## src/rtl/issue_queue_free_list_pkg.sv

```systemverilog
// Shared scheduler types and default widths for the issue-queue free list.
package issue_queue_free_list_pkg;

    localparam int unsigned ISSUE_QUEUE_ENTRY_NUM  = 16;
    localparam int unsigned DISPATCH_WIDTH         = 2;
    localparam int unsigned ISSUE_WIDTH            = 2;
    localparam int unsigned ISSUE_QUEUE_INDEX_BITS = $clog2(ISSUE_QUEUE_ENTRY_NUM);

    typedef logic [ISSUE_QUEUE_INDEX_BITS-1:0] IssueQueueIndexPath;
    typedef logic [ISSUE_QUEUE_INDEX_BITS:0]   IssueQueueCountPath;

endpackage

```

## src/rtl/issue_queue_free_list_compactor.sv

```systemverilog
// Exclusive prefix popcount: per-port offset among asserted bits, plus total.
module issue_queue_free_list_compactor #(
    parameter int unsigned WIDTH    = 2,
    parameter int unsigned CNT_BITS = 2
) (
    input  logic [WIDTH-1:0]          req_i,
    output logic [WIDTH*CNT_BITS-1:0] offset_o,
    output logic [CNT_BITS-1:0]       total_o
);

    logic [CNT_BITS-1:0] acc;

    always_comb begin
        offset_o = '0;
        acc      = '0;
        for (int unsigned i = 0; i < WIDTH; i++) begin
            offset_o[i*CNT_BITS +: CNT_BITS] = acc;
            acc = acc + CNT_BITS'(req_i[i]);
        end
        total_o = acc;
    end

endmodule

```

## src/rtl/issue_queue_free_list.sv

```systemverilog
// Circular free list of issue-queue entry indices feeding dispatch.
// Define ISSUE_QUEUE_FREE_LIST_CHECK_EN to add busy tracking and protocol checks.
module issue_queue_free_list
    import issue_queue_free_list_pkg::*;
#(
    parameter int unsigned ENTRY_NUM     = ISSUE_QUEUE_ENTRY_NUM,
    parameter int unsigned ALLOC_WIDTH   = DISPATCH_WIDTH,
    parameter int unsigned RELEASE_WIDTH = ISSUE_WIDTH,
    localparam int unsigned INDEX_BITS   = $clog2(ENTRY_NUM)
) (
    input  logic                                clk,
    input  logic                                rst,
    input  logic                                stall,
    input  logic                                flush,
    input  logic [ALLOC_WIDTH-1:0]              allocReq,
    output logic [ALLOC_WIDTH*INDEX_BITS-1:0]   allocPtr,
    output logic                                canAllocate,
    input  logic [RELEASE_WIDTH-1:0]            releaseEntry,
    input  logic [RELEASE_WIDTH*INDEX_BITS-1:0] releasePtr,
    output logic [INDEX_BITS:0]                 freeCount,
    output logic                                error
);

    localparam int unsigned A_CB    = $clog2(ALLOC_WIDTH + 1);
    localparam int unsigned R_CB    = $clog2(RELEASE_WIDTH + 1);
    localparam int unsigned COUNT_W = INDEX_BITS + 1;
    localparam int unsigned SUM_W   = INDEX_BITS + 2;

    logic [INDEX_BITS-1:0] list_q [ENTRY_NUM];
    logic [INDEX_BITS-1:0] list_d [ENTRY_NUM];
    logic [INDEX_BITS-1:0] head_q, head_d, tail_q, tail_d, rd_idx;
    logic [COUNT_W-1:0]    count_q, count_d;
    logic                  error_q, error_d;

    logic [ALLOC_WIDTH*A_CB-1:0]   alloc_off;
    logic [A_CB-1:0]               alloc_tot, alloc_n;
    logic [RELEASE_WIDTH*R_CB-1:0] rel_off;
    logic [R_CB-1:0]               rel_tot;
    logic [SUM_W-1:0]              sum;
    logic                          fire, overflow, chk_err;

    issue_queue_free_list_compactor #(.WIDTH(ALLOC_WIDTH), .CNT_BITS(A_CB)) u_alloc_cmp (
        .req_i    (allocReq),
        .offset_o (alloc_off),
        .total_o  (alloc_tot)
    );

    issue_queue_free_list_compactor #(.WIDTH(RELEASE_WIDTH), .CNT_BITS(R_CB)) u_rel_cmp (
        .req_i    (releaseEntry),
        .offset_o (rel_off),
        .total_o  (rel_tot)
    );

    assign canAllocate = (count_q >= COUNT_W'(ALLOC_WIDTH));
    assign fire        = ~stall & canAllocate;
    assign alloc_n     = fire ? alloc_tot : '0;
    assign freeCount   = count_q;
    assign error       = error_q;

    // Requested ports read compacted slots; idle ports read their own slot.
    always_comb begin
        allocPtr = '0;
        rd_idx   = '0;
        for (int unsigned i = 0; i < ALLOC_WIDTH; i++) begin
            if (allocReq[i]) rd_idx = head_q + INDEX_BITS'(alloc_off[i*A_CB +: A_CB]);
            else             rd_idx = head_q + INDEX_BITS'(i);
            allocPtr[i*INDEX_BITS +: INDEX_BITS] = list_q[rd_idx];
        end
    end

    always_comb begin
        list_d   = list_q;
        head_d   = head_q + INDEX_BITS'(alloc_n);
        tail_d   = tail_q + INDEX_BITS'(rel_tot);
        for (int unsigned j = 0; j < RELEASE_WIDTH; j++) begin
            if (releaseEntry[j])
                list_d[tail_q + INDEX_BITS'(rel_off[j*R_CB +: R_CB])] =
                    releasePtr[j*INDEX_BITS +: INDEX_BITS];
        end
        sum      = SUM_W'(count_q) + SUM_W'(rel_tot) - SUM_W'(alloc_n);
        overflow = (sum > SUM_W'(ENTRY_NUM));
        count_d  = overflow ? COUNT_W'(ENTRY_NUM) : sum[COUNT_W-1:0];
        error_d  = error_q | overflow | chk_err;
        if (flush) begin
            for (int unsigned i = 0; i < ENTRY_NUM; i++) list_d[i] = INDEX_BITS'(i);
            head_d  = '0;
            tail_d  = '0;
            count_d = COUNT_W'(ENTRY_NUM);
            error_d = error_q;
        end
    end

    always_ff @(posedge clk) begin
        if (!rst) begin
            for (int unsigned i = 0; i < ENTRY_NUM; i++) list_q[i] <= INDEX_BITS'(i);
            head_q  <= '0;
            tail_q  <= '0;
            count_q <= COUNT_W'(ENTRY_NUM);
            error_q <= 1'b0;
        end else begin
            list_q  <= list_d;
            head_q  <= head_d;
            tail_q  <= tail_d;
            count_q <= count_d;
            error_q <= error_d;
        end
    end

`ifdef ISSUE_QUEUE_FREE_LIST_CHECK_EN
    logic [ENTRY_NUM-1:0] busy_q, busy_d;

    always_comb begin
        busy_d  = busy_q;
        chk_err = ~canAllocate & (|allocReq);
        for (int unsigned j = 0; j < RELEASE_WIDTH; j++) begin
            if (releaseEntry[j]) begin
                if (!busy_q[releasePtr[j*INDEX_BITS +: INDEX_BITS]]) chk_err = 1'b1;
                busy_d[releasePtr[j*INDEX_BITS +: INDEX_BITS]] = 1'b0;
                for (int unsigned k = j + 1; k < RELEASE_WIDTH; k++) begin
                    if (releaseEntry[k] && (releasePtr[k*INDEX_BITS +: INDEX_BITS] ==
                                            releasePtr[j*INDEX_BITS +: INDEX_BITS]))
                        chk_err = 1'b1;
                end
            end
        end
        for (int unsigned i = 0; i < ALLOC_WIDTH; i++) begin
            if (fire && allocReq[i]) busy_d[allocPtr[i*INDEX_BITS +: INDEX_BITS]] = 1'b1;
        end
        if (flush) busy_d = '0;
    end

    always_ff @(posedge clk) begin
        if (!rst) busy_q <= '0;
        else      busy_q <= busy_d;
    end
`else
    assign chk_err = 1'b0;
`endif

endmodule

```

## config.mk

```make
export PLATFORM = sky130hd
export DESIGN_NAME = issue_queue_free_list
export DESIGN_NICKNAME = d
export VERILOG_FILES = /design/src/rtl/issue_queue_free_list_pkg.sv /design/src/rtl/issue_queue_free_list_compactor.sv /design/src/rtl/issue_queue_free_list.sv
export SDC_FILE = /design/constraint.sdc
export NUM_CORES = 1
export LEC_CHECK = 0
export ABC_AREA = 1
export BUFFER_PORTS_ARGS = -buffer_cell sky130_fd_sc_hd__buf_2
export CAP_MARGIN = 10
export CORE_ASPECT_RATIO = 1.4
export CORE_MARGIN = 3
export CORE_UTILIZATION = 45
export DETAILED_ROUTE_END_ITERATION = 10
export PLACE_DENSITY = 0.63
export SYNTH_ARGS = -nofsm -noshare
export SYNTH_HDL_FRONTEND = slang
export SYNTH_SLANG_ARGS = --single-unit
```

## constraint.sdc

```tcl
create_clock -name clk -period 4.04 [get_ports clk]
set_input_delay 0.404 -clock clk [delete_from_list [all_inputs] [get_ports clk]]
set_output_delay 0.404 -clock clk [all_outputs]
set_load 0.05 [all_outputs]
```

==> results of run 1 <==
-- synthesized netlist by cell type --
cell type | n | share of area [%]
nand2_1 | 272 | 18
inv_1 | 107 | 7.1
nor2_1 | 106 | 7.1
nand3_1 | 103 | 9.1
o21ai_0 | 91 | 8.1
dfxtp_1 | 78 | 28
a21oi_1 | 46 | 4.1
clkbuf_1 | 32 | 2.1
o211ai_1 | 28 | 3.7
ha_1 | 20 | 4.4
buf_2 | 7 | 0.62
nor2_2 | 7 | 0.78
o21ai_1 | 6 | 0.53
buf_1 | 4 | 0.27
fa_1 | 4 | 1.4
inv_2 | 4 | 0.27
nand2_2 | 4 | 0.44
nor3_2 | 4 | 0.71
xor2_1 | 4 | 0.62
nor2_4 | 3 | 0.60
and2_1 | 1 | 0.11
buf_4 | 1 | 0.13
buf_6 | 1 | 0.20
nand3_4 | 1 | 0.31
nand4_1 | 1 | 0.11
xnor2_4 | 1 | 0.49
xor2_2 | 1 | 0.29
xor2_4 | 1 | 0.49
-- worst max-delay path, cell delays in order --
cell	delay, ns
buf_2	0.11
inv_1	0.05
ha_1	0.13
inv_1	0.04
ha_1	0.18
ha_1	0.62
buf_4	0.33
a21oi_1	0.06
o21ai_0	0.09
o21ai_0	0.12
nand2_1	0.07
nand2_1	0.05
nand2_1	0.05
nand2_1	0.05
buf_2	0.20
-- final cells by class --
type,instances,share of cell area (%)
Multi-Input combinational cell,704,56.3
Sequential cell,78,25.3
Inverter,111,6.75
Clock buffer,12,4.15
Timing Repair Buffer,38,3.40
Tap cell,147,2.98
Clock inverter,3,1.09
-- cells by family after synthesis --
group                    after synthesis  share of synthesized area, %
flip-flops                            78                          27.7
AO/OA/AOI/OAI                        171                          16.4
XOR/XNOR                               7                          1.89
adder cells (fa/ha/maj)               24                          5.86
buffers and inverters                156                          10.7
AND/OR/NAND/NOR                      502                          37.4
-- metrics by stage --
step                      instances  hold slack (ns)  total power (uW)  instance area, um^2  setup WS [ns]
after floorplan                 938            0.514              1530                 5640          0.511
after global placement         1078            0.441              1730                 5850           1.08
after detailed placement       1078            0.447              1730                 5850           1.07
after CTS                      1093            0.265              2650                 6170           1.05
after global routing           1093            0.279              2790                 6170          0.798
final                          1093            0.266              2640                 6170           1.06
-- flip-flops by register name (all words and copies together) (netlist names) --
register,count
error,1
freeCount,5
head_q,4
list_q,64
tail_q,4
-- power by group through the flow --
| stage | Combinational (uW) | Clock, uW | Sequential (uW) |
|---|---|---|---|
| after floorplan | 598 | 0 | 928 |
| after global placement | 881 | 0 | 850 |
| after detailed placement | 885 | 0 | 850 |
| after CTS | 888 | 926 | 833 |
| after global routing | 996 | 957 | 838 |
| final | 888 | 916 | 833 |
-- per-layer routing --
| layer | vias to the layer above | wire [um] |
|---|---|---|
| met5 | - | 0 |
| met4 | 0 | 548 |
| met3 | 42 | 1230 |
| met2 | 193 | 8660 |
| met1 | 2707 | 7660 |
| li1 | 3019 | - |
-- worst max path at each step --
stage / depth (start not counted) / endpoint / slack (ns) / start
finish: 15 / allocPtr[4] / 1.06 / allocReq[0]
detailed placement: 12 / allocPtr[7] / 1.07 / allocReq[0]
global placement: 12 / allocPtr[7] / 1.08 / allocReq[0]
CTS: 14 / freeCount[0] / 1.05 / freeCount[4]
global route: 14 / freeCount[1] / 0.80 / freeCount[4]
floorplan: 15 / freeCount[0] / 0.51 / freeCount[3]
==> out/qor.log, run 1 <==
[run_status] status finished clean
[yosys] share of synthesized area occupied by flip-flops and latches 27.7%
[worst_hold_path] Hold Path Cell Cnt 3
[detailed_routing] average wire per standard cell 16.6 um
[cts] post-cts repair resize count 0
[layout] share of layout cells above drive strength 1 8.46%
[power] combinational cell fraction of total power 33.7%
[timing] RSZ-0062 raised after global routing no
[cts] number of buffers inserted during clock tree synthesis 9
[grt] met3 routing resource usage after global routing 5.95%
[yosys] synth warn 0
[timing] max-slew headroom at the worst pin 34.5%
[cts] buffer depth of the longest clock path 2
[setup_path] endpoint of the lowest-slack register-to-register path freeCount[0]
[layout] fill cell total of the finished layout 1274
[yosys] synthesized area divided by synthesized cell count 6.01 um^2
[worst_hold_path] worst-case hold path end point error
[grt] wire length of the first global-routing pass 29.8 mm
[timing] final setup skew 0.00815 ns
[setup_path] reg-to-reg slack, setup 1.10 ns
[cts] clock tree from TritonCTS done
[cts] depth of the CTS H-tree 3
[worst_hold_path] Hold Path Origin rst
[power] part of the power in the clock network 34.8%
[timing] number of failing setup endpoints in the final timing report 0
[detailed_routing] Post-DRT Antenna Nets 0
[yosys] instance count of the mapped netlist 938
[timing] share of the clock period used by the worst path after layout 73.7%
[grt] via count of the first global-routing pass 5560
[floorplanning] Vert. Die Dim 138 um
[power] fraction of power consumed by sequential logic 31.6%
[layout] count of nets after finishing 982
[detailed_routing] post-DR vias/cell 5.45
[layout] combined area of the multi-input logic cells 3480 um^2
[floorplanning] Starting Density 46.8%
[timing] minimum clock period after layout 2.98 ns
[power] switching pwr 1010 uW
[floorplanning] Cell Rows 47
[floorplanning] die width 101 um
[power] static leakage power 0.00313 uW
[grt] initial antenna violation count 0
[layout] most frequent cells in the layout nand2_1, inv_1, nor2_1
[detailed_routing] DR DRC count 0
[cts] Clock Sink Count 78
[setup_path] reg-to-reg critical path startpoint freeCount[4]
[power] Max VDD drop 0.384 mV
[detailed_routing] total wire length 18.1 mm
[grt] overflow left after global routing 0
[yosys] net count after synthesis 978
[layout] antenna cell count 0
[grt] maximum number of pins on one net before global-route repair 66
[floorplanning] CORE AREA 12100 um^2
[placement] Port Buffers 30
[cts] Clock Pin Slew Worst Setup and Hold Paths 0.06 ns
[cts] later-pin clock latency in the skew report 0.35 ns
[layout] flip-flop and latch area 1560 um^2
[timing] final number of hold-violating endpoints 0
[job] max cap viols 0
[grt] Most Crowded Layer GR met2
[yosys] Yosys reg bits 78
[placement] total half-perimeter wirelength after legalization and detailed placement 12.9 mm
[layout] area added between synthesis and finish 9.54%
[timing] actual transition at the worst max-transition pin 0.980 ns
[setup_path] Worst EP arrival 2.57 ns
[cts] Root Buffer Master clkbuf_16
[floorplanning] Die Footprint 13900 um^2
[cts] post-CTS setup buffers 0
[timing] Slew Limit Fails 0
[power] internal cell power 1630 uW
[setup_path] required time at the worst-slack endpoint 3.64 ns
[grt] global routing met2 resource utilization 43.3%
[timing] aggregate negative setup slack 0 ns
[grt] met1 Resource Use GR 35.1%
[power] Power Dens Cells 427 nW/um^2
[setup_path] Setup crit start kind primary input
[grt] total global-route track usage 27.1%
[layout] end-of-flow core utilization 51.2%
[detailed_routing] Iteration-0 DRC Markers 475
[layout] leading cell type in the layout, fill and taps excluded nand2_1
[yosys] netlist area before placement 5640 um^2
[setup_path] depth of the most critical reg-to-reg path 14
[setup_path] worst-path fanout max 18
[yosys] library cells used by synthesis 28
[worst_hold_path] kind of path behind the tightest hold check primary input to register
[power] switching power as a share of total power 38.2%
[placement] Final Wtd Congestion 0.894
[timing] maximum operating frequency 336 MHz
[detailed_routing] first-pass iteration count of the detailed router 5
[cts] number of buffers inserted for hold repair after clock tree synthesis 0
[setup_path] capturing element type of the critical path output pin
[setup_path] kind of critical path primary input to output pin
[floorplanning] top-level I/O count 31
[detailed_routing] vias after detailed routing 5961
Note: power is estimated with default switching activity, not from simulation.
==> run 2, diff against run 1 <==
--- a/config.mk
+++ b/config.mk
@@ -5,14 +5,14 @@
 export SDC_FILE = /design/constraint.sdc
 export NUM_CORES = 1
 export LEC_CHECK = 0
-export ABC_AREA = 1
+export ABC_AREA = 0
 export BUFFER_PORTS_ARGS = -buffer_cell sky130_fd_sc_hd__buf_2
 export CAP_MARGIN = 10
 export CORE_ASPECT_RATIO = 1.4
 export CORE_MARGIN = 3
 export CORE_UTILIZATION = 45
 export DETAILED_ROUTE_END_ITERATION = 10
-export PLACE_DENSITY = 0.63
+export PLACE_DENSITY = 0.65
 export SYNTH_ARGS = -nofsm -noshare
 export SYNTH_HDL_FRONTEND = slang
 export SYNTH_SLANG_ARGS = --single-unit
==> constraint.sdc (replaced) <==
create_clock -name clk -period 2.6 [get_ports clk]
set_input_delay 0.26 -clock clk [delete_from_list [all_inputs] [get_ports clk]]
set_output_delay 0.26 -clock clk [all_outputs]
set_load 0.05 [all_outputs]
==> out/qor.log, run 2 <==
[detailed_routing] post-DR vias/cell 6.21 [+14%]
[detailed_routing] average wire per standard cell 21.8 um [+32%]
[floorplanning] Cell Rows 45 [-4.3%]
[setup_path] capturing element type of the critical path register
[layout] most frequent cells in the layout dfxtp_1, mux2i_1, nor2_1
[yosys] cell taking the most area after synthesis dfxtp_1
[grt] initial antenna violation count 0 [unchanged]
[floorplanning] top-level I/O count 31 [unchanged]
[setup_path] Setup crit start kind register
[layout] leading cell type in the layout, fill and taps excluded dfxtp_1
[detailed_routing] vias after detailed routing 4436 [-26%]
[grt] via count of the first global-routing pass 4698 [-16%]
[power] fraction of power consumed by sequential logic 31.6% [about the same]
[cts] Root Buffer Master clkbuf_16
[timing] share of the clock period used by the worst path after layout 113%
[floorplanning] Starting Density 46.6% [-0.19 points]
[yosys] share of synthesized area occupied by flip-flops and latches 30.5% [+2.8 points]
[power] internal cell power 2810 uW [+73%]
[grt] total global-route track usage 25.7% [-1.3 points]
[floorplanning] Vert. Die Dim 132 um [-4.6%]
[yosys] Yosys reg bits 78 [unchanged]
[cts] number of buffers inserted during clock tree synthesis 9 [unchanged]
[placement] Final Wtd Congestion 0.874 [-2.2%]
[placement] Port Buffers 30 [unchanged]
[floorplanning] Die Footprint 12700 um^2 [-8.8%]
[floorplanning] CORE AREA 11000 um^2 [-8.9%]
[cts] number of buffers inserted for hold repair after clock tree synthesis 0 [unchanged]
[run_status] violations in the final reports setup timing
[yosys] post-synth top area share 30.5% [+2.8 points]
[yosys] netlist area before placement 5110 um^2 [-9.3%]
[layout] max FFs per register 64 [unchanged]
[grt] maximum number of pins on one net before global-route repair 33 [-50%]
[yosys] synthesized area divided by synthesized cell count 9.83 um^2 [+64%]
[cts] depth of the CTS H-tree 3 [unchanged]
[layout] share of layout cells above drive strength 1 31.9% [+23 points]
[detailed_routing] first-pass iteration count of the detailed router 5 [unchanged]
[setup_path] Worst EP arrival 3.22 ns [+0.65 ns]
[timing] max-slew headroom at the worst pin 51.8% [+17 points]
[cts] Clock Pin Slew Worst Setup and Hold Paths 0.06 ns [about the same]
[layout] post-route insts no fill 714 [-35%]
[yosys] library cells used by synthesis 44 [+57%]
[layout] area added between synthesis and finish 20.8%
[timing] final number of hold-violating endpoints 0 [unchanged]
[setup_path] slowest cell on the critical path fa_1
[yosys] asr flop ratio synth 0% [unchanged]
[timing] number of failing setup endpoints in the final timing report 6 [+6]
[grt] wire length of the first global-routing pass 24.8 mm [-17%]
[yosys] commonest register cell after synthesis dfxtp_1
[timing] Final WS setup -0.347 ns [-1.41 ns]
[yosys] most common library cells after synthesis dfxtp_1, mux2i_1, nor2_1
[timing] aggregate negative setup slack -1.84 ns [-1.84 ns]
[yosys] instance count of the mapped netlist 520 [-45%]
[setup_path] depth of the most critical reg-to-reg path 12 [-2]
[timing] final setup skew 0.00761 ns [-0.000538 ns]
[detailed_routing] Iteration-0 DRC Markers 469 [-1.3%]
[floorplanning] die width 96.1 um [-4.5%]
[cts] later-pin clock latency in the skew report 0.34 ns [about the same]
[setup_path] kind of critical path register to register
[cts] clock tree from TritonCTS done
[timing] RSZ-0062 raised after global routing yes
[detailed_routing] DR DRC count 0 [unchanged]
[worst_hold_path] kind of path behind the tightest hold check primary input to register
[power] Total Power 4090 uW [+55%]
[yosys] count of flip-flops with a built-in enable after synthesis 0 [unchanged]
[power] part of the power in the clock network 36.4% [+1.6 points]
[layout] post-route cell area 6180 um^2 [about the same]
[timing] maximum operating frequency 339 MHz
[yosys] most common cell in the synthesized netlist dfxtp_1
[setup_path] stage delay of the slowest cell on the critical path 0.47 ns [-0.15 ns]
[run_status] status finished with violations
[setup_path] Critical Path, Cell by Cell inv_4 > ha_4 > nand4b_1 > a31oi_1 > nand2_1 > fa_1 > ha_1 > a211o_1 > a311oi_2 > nand2b_1 > nand4_1 > nor2_1
[yosys] top post-synthesis cells by area dfxtp_1, mux4_2, mux2i_1, ha_1, nor2_1
[placement] number of cells in the design after placement 691 [-36%]
[layout] Biggest register list_q
[power] Max VDD drop 0.756 mV [+97%]
[worst_hold_path] Hold Path Cell Cnt 3 [unchanged]
[power] combinational cell fraction of total power 32.0% [-1.7 points]
[layout] antenna cell count 0 [unchanged]
[power] switching pwr 1280 uW [+26%]
[timing] Slew Limit Fails 0 [unchanged]
[cts] buffer depth of the longest clock path 2 [unchanged]
[yosys] net count after synthesis 560 [-43%]
[cts] Clock Sink Count 78 [unchanged]
[power] Power Dens Cells 662 nW/um^2 [+55%]
[placement] placed inst area 5680 um^2 [-3.0%]
[timing] minimum clock period after layout 2.95 ns
[power] static leakage power 0.00227 uW [-28%]
[timing] final hold slack 0.205 ns [-0.0612 ns]
[setup_path] worst-path fanout max 5 [-13]
[layout] count of nets after finishing 608 [-38%]
[timing] actual transition at the worst max-transition pin 0.720 ns [-0.260 ns]
[job] max cap viols 0 [unchanged]
[placement] total half-perimeter wirelength after legalization and detailed placement 11.3 mm [-13%]
[power] switching power as a share of total power 31.2% [-7.0 points]
[grt] overflow left after global routing 0 [unchanged]
[yosys] synth warn 0 [unchanged]
[detailed_routing] Post-DRT Antenna Nets 0 [unchanged]
[detailed_routing] total wire length 15.6 mm [-14%]
[setup_path] required time at the worst-slack endpoint 2.87 ns [-0.77 ns]
run 2: critical path: cells and delay by family, from the launching register on:
family,cells,cell delay (ns)
fa+ha+maj,3,0.89
simple gates,5,0.79
compound gates,3,0.76
flops,1,0.35
buf+inv,1,0.08
run 2: final timing paths:
| kind | from | end | slack, ns |
|---|---|---|---|
| worst max-delay path | freeCount[3] | freeCount[2] | -0.35 |
| worst max register to register | freeCount[3] | freeCount[2] | -0.35 |
| worst min-delay path | rst | error | 0.21 |
| worst min register to register | list_q[41] | list_q[41] | 0.57 |
run 2: per-stage QoR:
step                setup WS, ns  utilization (%)
floorplan                 -0.213                -
global placement          -0.193             51.7
detailed placement        -0.309             51.7
CTS                       -0.327             55.9
global route              -0.583             56.3
finish                    -0.347             56.3
run 2: routing by layer:
metal	global-route usage, %	vias up	wire (um)	share of wire (%)
met1	30.1	2137	5630	36
li1	-	2040	-	-
met3	4.63	55	1180	7.6
met4	14.6	0	872	5.6
met5	0	-	0	0
met2	43.2	204	7880	51
run 2: power by group through the flow:
stage | Sequential [uW] | Combinational [uW] | Clock (uW)
after detailed placement | 1320 | 1250 | 0
after global routing | 1300 | 1420 | 1550
final | 1290 | 1310 | 1490
after CTS | 1290 | 1290 | 1510
after global placement | 1310 | 1210 | 0
after floorplan | 1420 | 691 | 0
run 2: layout make-up:
cell class / count / area (um^2)
fill: 982 / 4800
multi-input combinational: 387 / 3450
sequential: 78 / 1580
timing repair buffer: 74 / 547
clock buffer: 11 / 243
tap: 141 / 176
clock inverter: 5 / 106
inverter: 18 / 75.1
run 2: what timing repair did:
action | 4_1_cts | 5_1_grt
setup buffers | 7 | 1
pin swaps | 8 | 5
resized for setup | 14 | 13
cloned | 1 | 0
endpoints found under the setup margin | 10 | 13
run 2: cells by family after synthesis:
| logic type | count (synthesis) | share of synthesized area, % |
|---|---|---|
| xor gates and xnor gates | 9 | 1.54 |
| buffers and inverters | 55 | 4.53 |
| AOI/OAI and AO/OA | 91 | 11.8 |
| DFF | 78 | 30.5 |
| and+or+nand+nor | 155 | 14.8 |
| muxes | 108 | 30.3 |
| adders and majority gates | 24 | 6.46 |
==> run 3, diff against run 2 <==
--- a/config.mk
+++ b/config.mk
@@ -8,11 +8,13 @@
 export ABC_AREA = 0
 export BUFFER_PORTS_ARGS = -buffer_cell sky130_fd_sc_hd__buf_2
 export CAP_MARGIN = 10
+export CELL_PAD_IN_SITES_DETAIL_PLACEMENT = 0
+export CELL_PAD_IN_SITES_GLOBAL_PLACEMENT = 1
 export CORE_ASPECT_RATIO = 1.4
 export CORE_MARGIN = 3
-export CORE_UTILIZATION = 45
+export CORE_UTILIZATION = 44
 export DETAILED_ROUTE_END_ITERATION = 10
-export PLACE_DENSITY = 0.65
+export PLACE_DENSITY = 0.78
 export SYNTH_ARGS = -nofsm -noshare
 export SYNTH_HDL_FRONTEND = slang
 export SYNTH_SLANG_ARGS = --single-unit
==> out/qor.log, run 3 (synthesized netlist as in run 2, its figures left out) <==
[setup_path] worst-path fanout max 5 [unchanged]
[setup_path] CP delay by family, top adder cells
[detailed_routing] total wire length 15.6 mm [+0.14%]
[power] Max VDD drop 0.679 mV [-10%]
[detailed_routing] Post-DRT Antenna Nets 0 [unchanged]
[detailed_routing] Iteration-0 DRC Markers 291 [-38%]
[placement] Final Wtd Congestion 0.865 [-1.1%]
[timing] RSZ-0062 raised after global routing yes
[timing] Slew Limit Fails 0 [unchanged]
[setup_path] buffering stage count on the worst path with inverters included 1 [unchanged]
[cts] clock tree from TritonCTS done
[layout] area added between synthesis and finish 20.3%
[setup_path] capturing element type of the critical path register
[floorplanning] Vert. Die Dim 134 um [+1.1%]
[power] Power Dens Cells 656 nW/um^2 [-0.81%]
[placement] placed inst area 5660 um^2 [-0.35%]
[floorplanning] die width 97.1 um [+1.1%]
[setup_path] Worst EP arrival 3.22 ns [about the same]
[setup_path] Critical Path, Cell by Cell inv_4 > ha_2 > o21ai_2 > a31oi_1 > nand2_1 > fa_1 > ha_1 > a211o_1 > a311oi_2 > nand2b_1 > nand4_1 > nor2_1
[power] combinational cell fraction of total power 31.2% [-0.8 points]
[detailed_routing] average wire per standard cell 21.9 um [+0.56%]
[run_status] violations in the final reports setup timing
[floorplanning] Die Footprint 13000 um^2 [+2.2%]
[layout] post-route insts no fill 711 [-0.42%]
[placement] Worst Setup Slack post-DPL -0.369 ns [-0.0596 ns]
[timing] actual transition at the worst max-transition pin 0.636 ns [-0.0843 ns]
[floorplanning] Starting Density 46.1% [-0.47 points]
[layout] share of layout cells above drive strength 1 31.1% [-0.88 points]
[setup_path] kind of critical path register to register
[timing] final hold slack 0.201 ns [-0.00388 ns]
[detailed_routing] DR DRC count 0 [unchanged]
[cts] Root Buffer Master clkbuf_16
[grt] total global-route track usage 24.2% [-1.6 points]
[timing] final number of hold-violating endpoints 0 [unchanged]
[layout] fill cell total of the finished layout 945 [-3.8%]
[timing] number of failing setup endpoints in the final timing report 6 [unchanged]
[timing] max-slew headroom at the worst pin 57.3% [+5.5 points]
[timing] Final WS setup -0.351 ns [-0.00428 ns]
[power] fraction of power consumed by sequential logic 32.0% [+0.4 points]
[layout] max FFs per register 64 [unchanged]
[timing] maximum operating frequency 339 MHz [-0.15%]
[layout] antenna cell count 0 [unchanged]
[layout] most frequent cells in the layout dfxtp_1, mux2i_1, nor2_1
[layout] count of nets after finishing 605 [-0.49%]
[detailed_routing] post-DR vias/cell 6.19 [-0.33%]
[job] max cap viols 0 [unchanged]
[layout] leading cell type in the layout, fill and taps excluded dfxtp_1
[floorplanning] CORE AREA 11100 um^2 [+1.0%]
[cts] buffer depth of the longest clock path 2 [unchanged]
[power] part of the power in the clock network 36.9% [+0.5 points]
[layout] post-route cell area 6150 um^2 [-0.47%]
[floorplanning] Cell Rows 45 [unchanged]
[layout] Biggest register list_q
[detailed_routing] vias after detailed routing 4403 [-0.74%]
[timing] share of the clock period used by the worst path after layout 114% [+0.16 points]
[setup_path] stage delay of the slowest cell on the critical path 0.47 ns [about the same]
[power] switching pwr 1270 uW [-0.51%]
[power] Total Power 4030 uW [-1.3%]
[power] switching power as a share of total power 31.4% [+0.24 points]
[setup_path] required time at the worst-slack endpoint 2.87 ns [about the same]
[detailed_routing] first-pass iteration count of the detailed router 5 [unchanged]
[cts] Clock Pin Slew Worst Setup and Hold Paths 0.06 ns [about the same]
[timing] final setup skew 0.00337 ns [-0.00424 ns]
[cts] number of buffers inserted during clock tree synthesis 9 [unchanged]
[grt] maximum number of pins on one net before global-route repair 36 [+9.1%]
[grt] wire length of the first global-routing pass 24.3 mm [-2.0%]
[cts] depth of the CTS H-tree 3 [unchanged]
[placement] total half-perimeter wirelength after legalization and detailed placement 11.4 mm [+0.74%]
[grt] overflow left after global routing 0 [unchanged]
[power] static leakage power 0.00227 uW [about the same]
[timing] minimum clock period after layout 2.95 ns [+0.00428 ns]
[worst_hold_path] kind of path behind the tightest hold check primary input to register
[setup_path] slowest cell on the critical path fa_1
[power] internal cell power 2770 uW [-1.6%]
[grt] initial antenna violation count 0 [unchanged]
[run_status] status finished with violations
[setup_path] Setup crit start kind register
[cts] Clock Sink Count 78 [unchanged]
[setup_path] reg-to-reg slack, setup -0.35 ns [about the same]
[placement] Port Buffers 30 [unchanged]
[placement] number of cells in the design after placement 690 [-0.14%]
[grt] via count of the first global-routing pass 4418 [-6.0%]
[floorplanning] top-level I/O count 31 [unchanged]
[cts] later-pin clock latency in the skew report 0.34 ns [about the same]
==> run 3: worst reg2reg max path: cells and delay by family, from the launching register on <==
family / cells / cell delay, ns
fa+ha+maj: 3 / 0.94
flops: 1 / 0.35
buf+inv: 1 / 0.07
compound gates: 4 / 0.86
simple gates: 4 / 0.66
==> run 3: final timing paths <==
| path | from | to | cells after the start |
|---|---|---|---|
| min reg2reg | list_q[41] | list_q[41] | 2 |
| max reg2reg | freeCount[3] | freeCount[1] | 12 |
| max | freeCount[3] | freeCount[1] | 12 |
| min | rst | error | 3 |
==> run 3: routing by layer <==
layer / up-vias / GRT usage (%) / routed length, um
met5: - / 0 / 0
met4: 0 / 11.2 / 549
met3: 40 / 5.45 / 961
met2: 199 / 42.7 / 8040
met1: 2127 / 27.7 / 6040
li1: 2037 / - / -
==> run 3: what timing repair did <==
item                       in CTS  in global routing
buffers inserted                0                  3
gates cloned                    0                  2
gates resized for setup         2                 21
setup endpoints to repair       9                 12
hold buffers                    0                  0
pin swaps                       1                  6
==> run 3: area by class of cell <==
class / instances / area [um^2] / share of cell area, %
repair buffers: 71 / 519 / 8.45
multi-input cells: 387 / 3450 / 56.1
inverters: 18 / 75.1 / 1.22
well taps: 141 / 176 / 2.87
clock inverters: 6 / 109 / 1.77
flip-flops and latches: 78 / 1580 / 25.7
clock buffers: 10 / 239 / 3.89
==> run 3: stage by stage <==
step | util [%] | setup TNS [ns]
6_report | 55.4 | -1.88
3_3_place_gp | 51.0 | -1.25
2_1_floorplan | - | -1.08
3_5_place_dp | 51.0 | -1.98
5_1_grt | 55.4 | -3.03
4_1_cts | 54.2 | -2.01
==> run 3: power by group through the flow <==
stage	Sequential, uW	Combinational [uW]	Clock, uW
2_1_floorplan	1420	691	0
3_3_place_gp	1310	1180	0
3_5_place_dp	1310	1210	0
4_1_cts	1290	1220	1510
5_1_grt	1300	1360	1560
6_report	1290	1260	1490
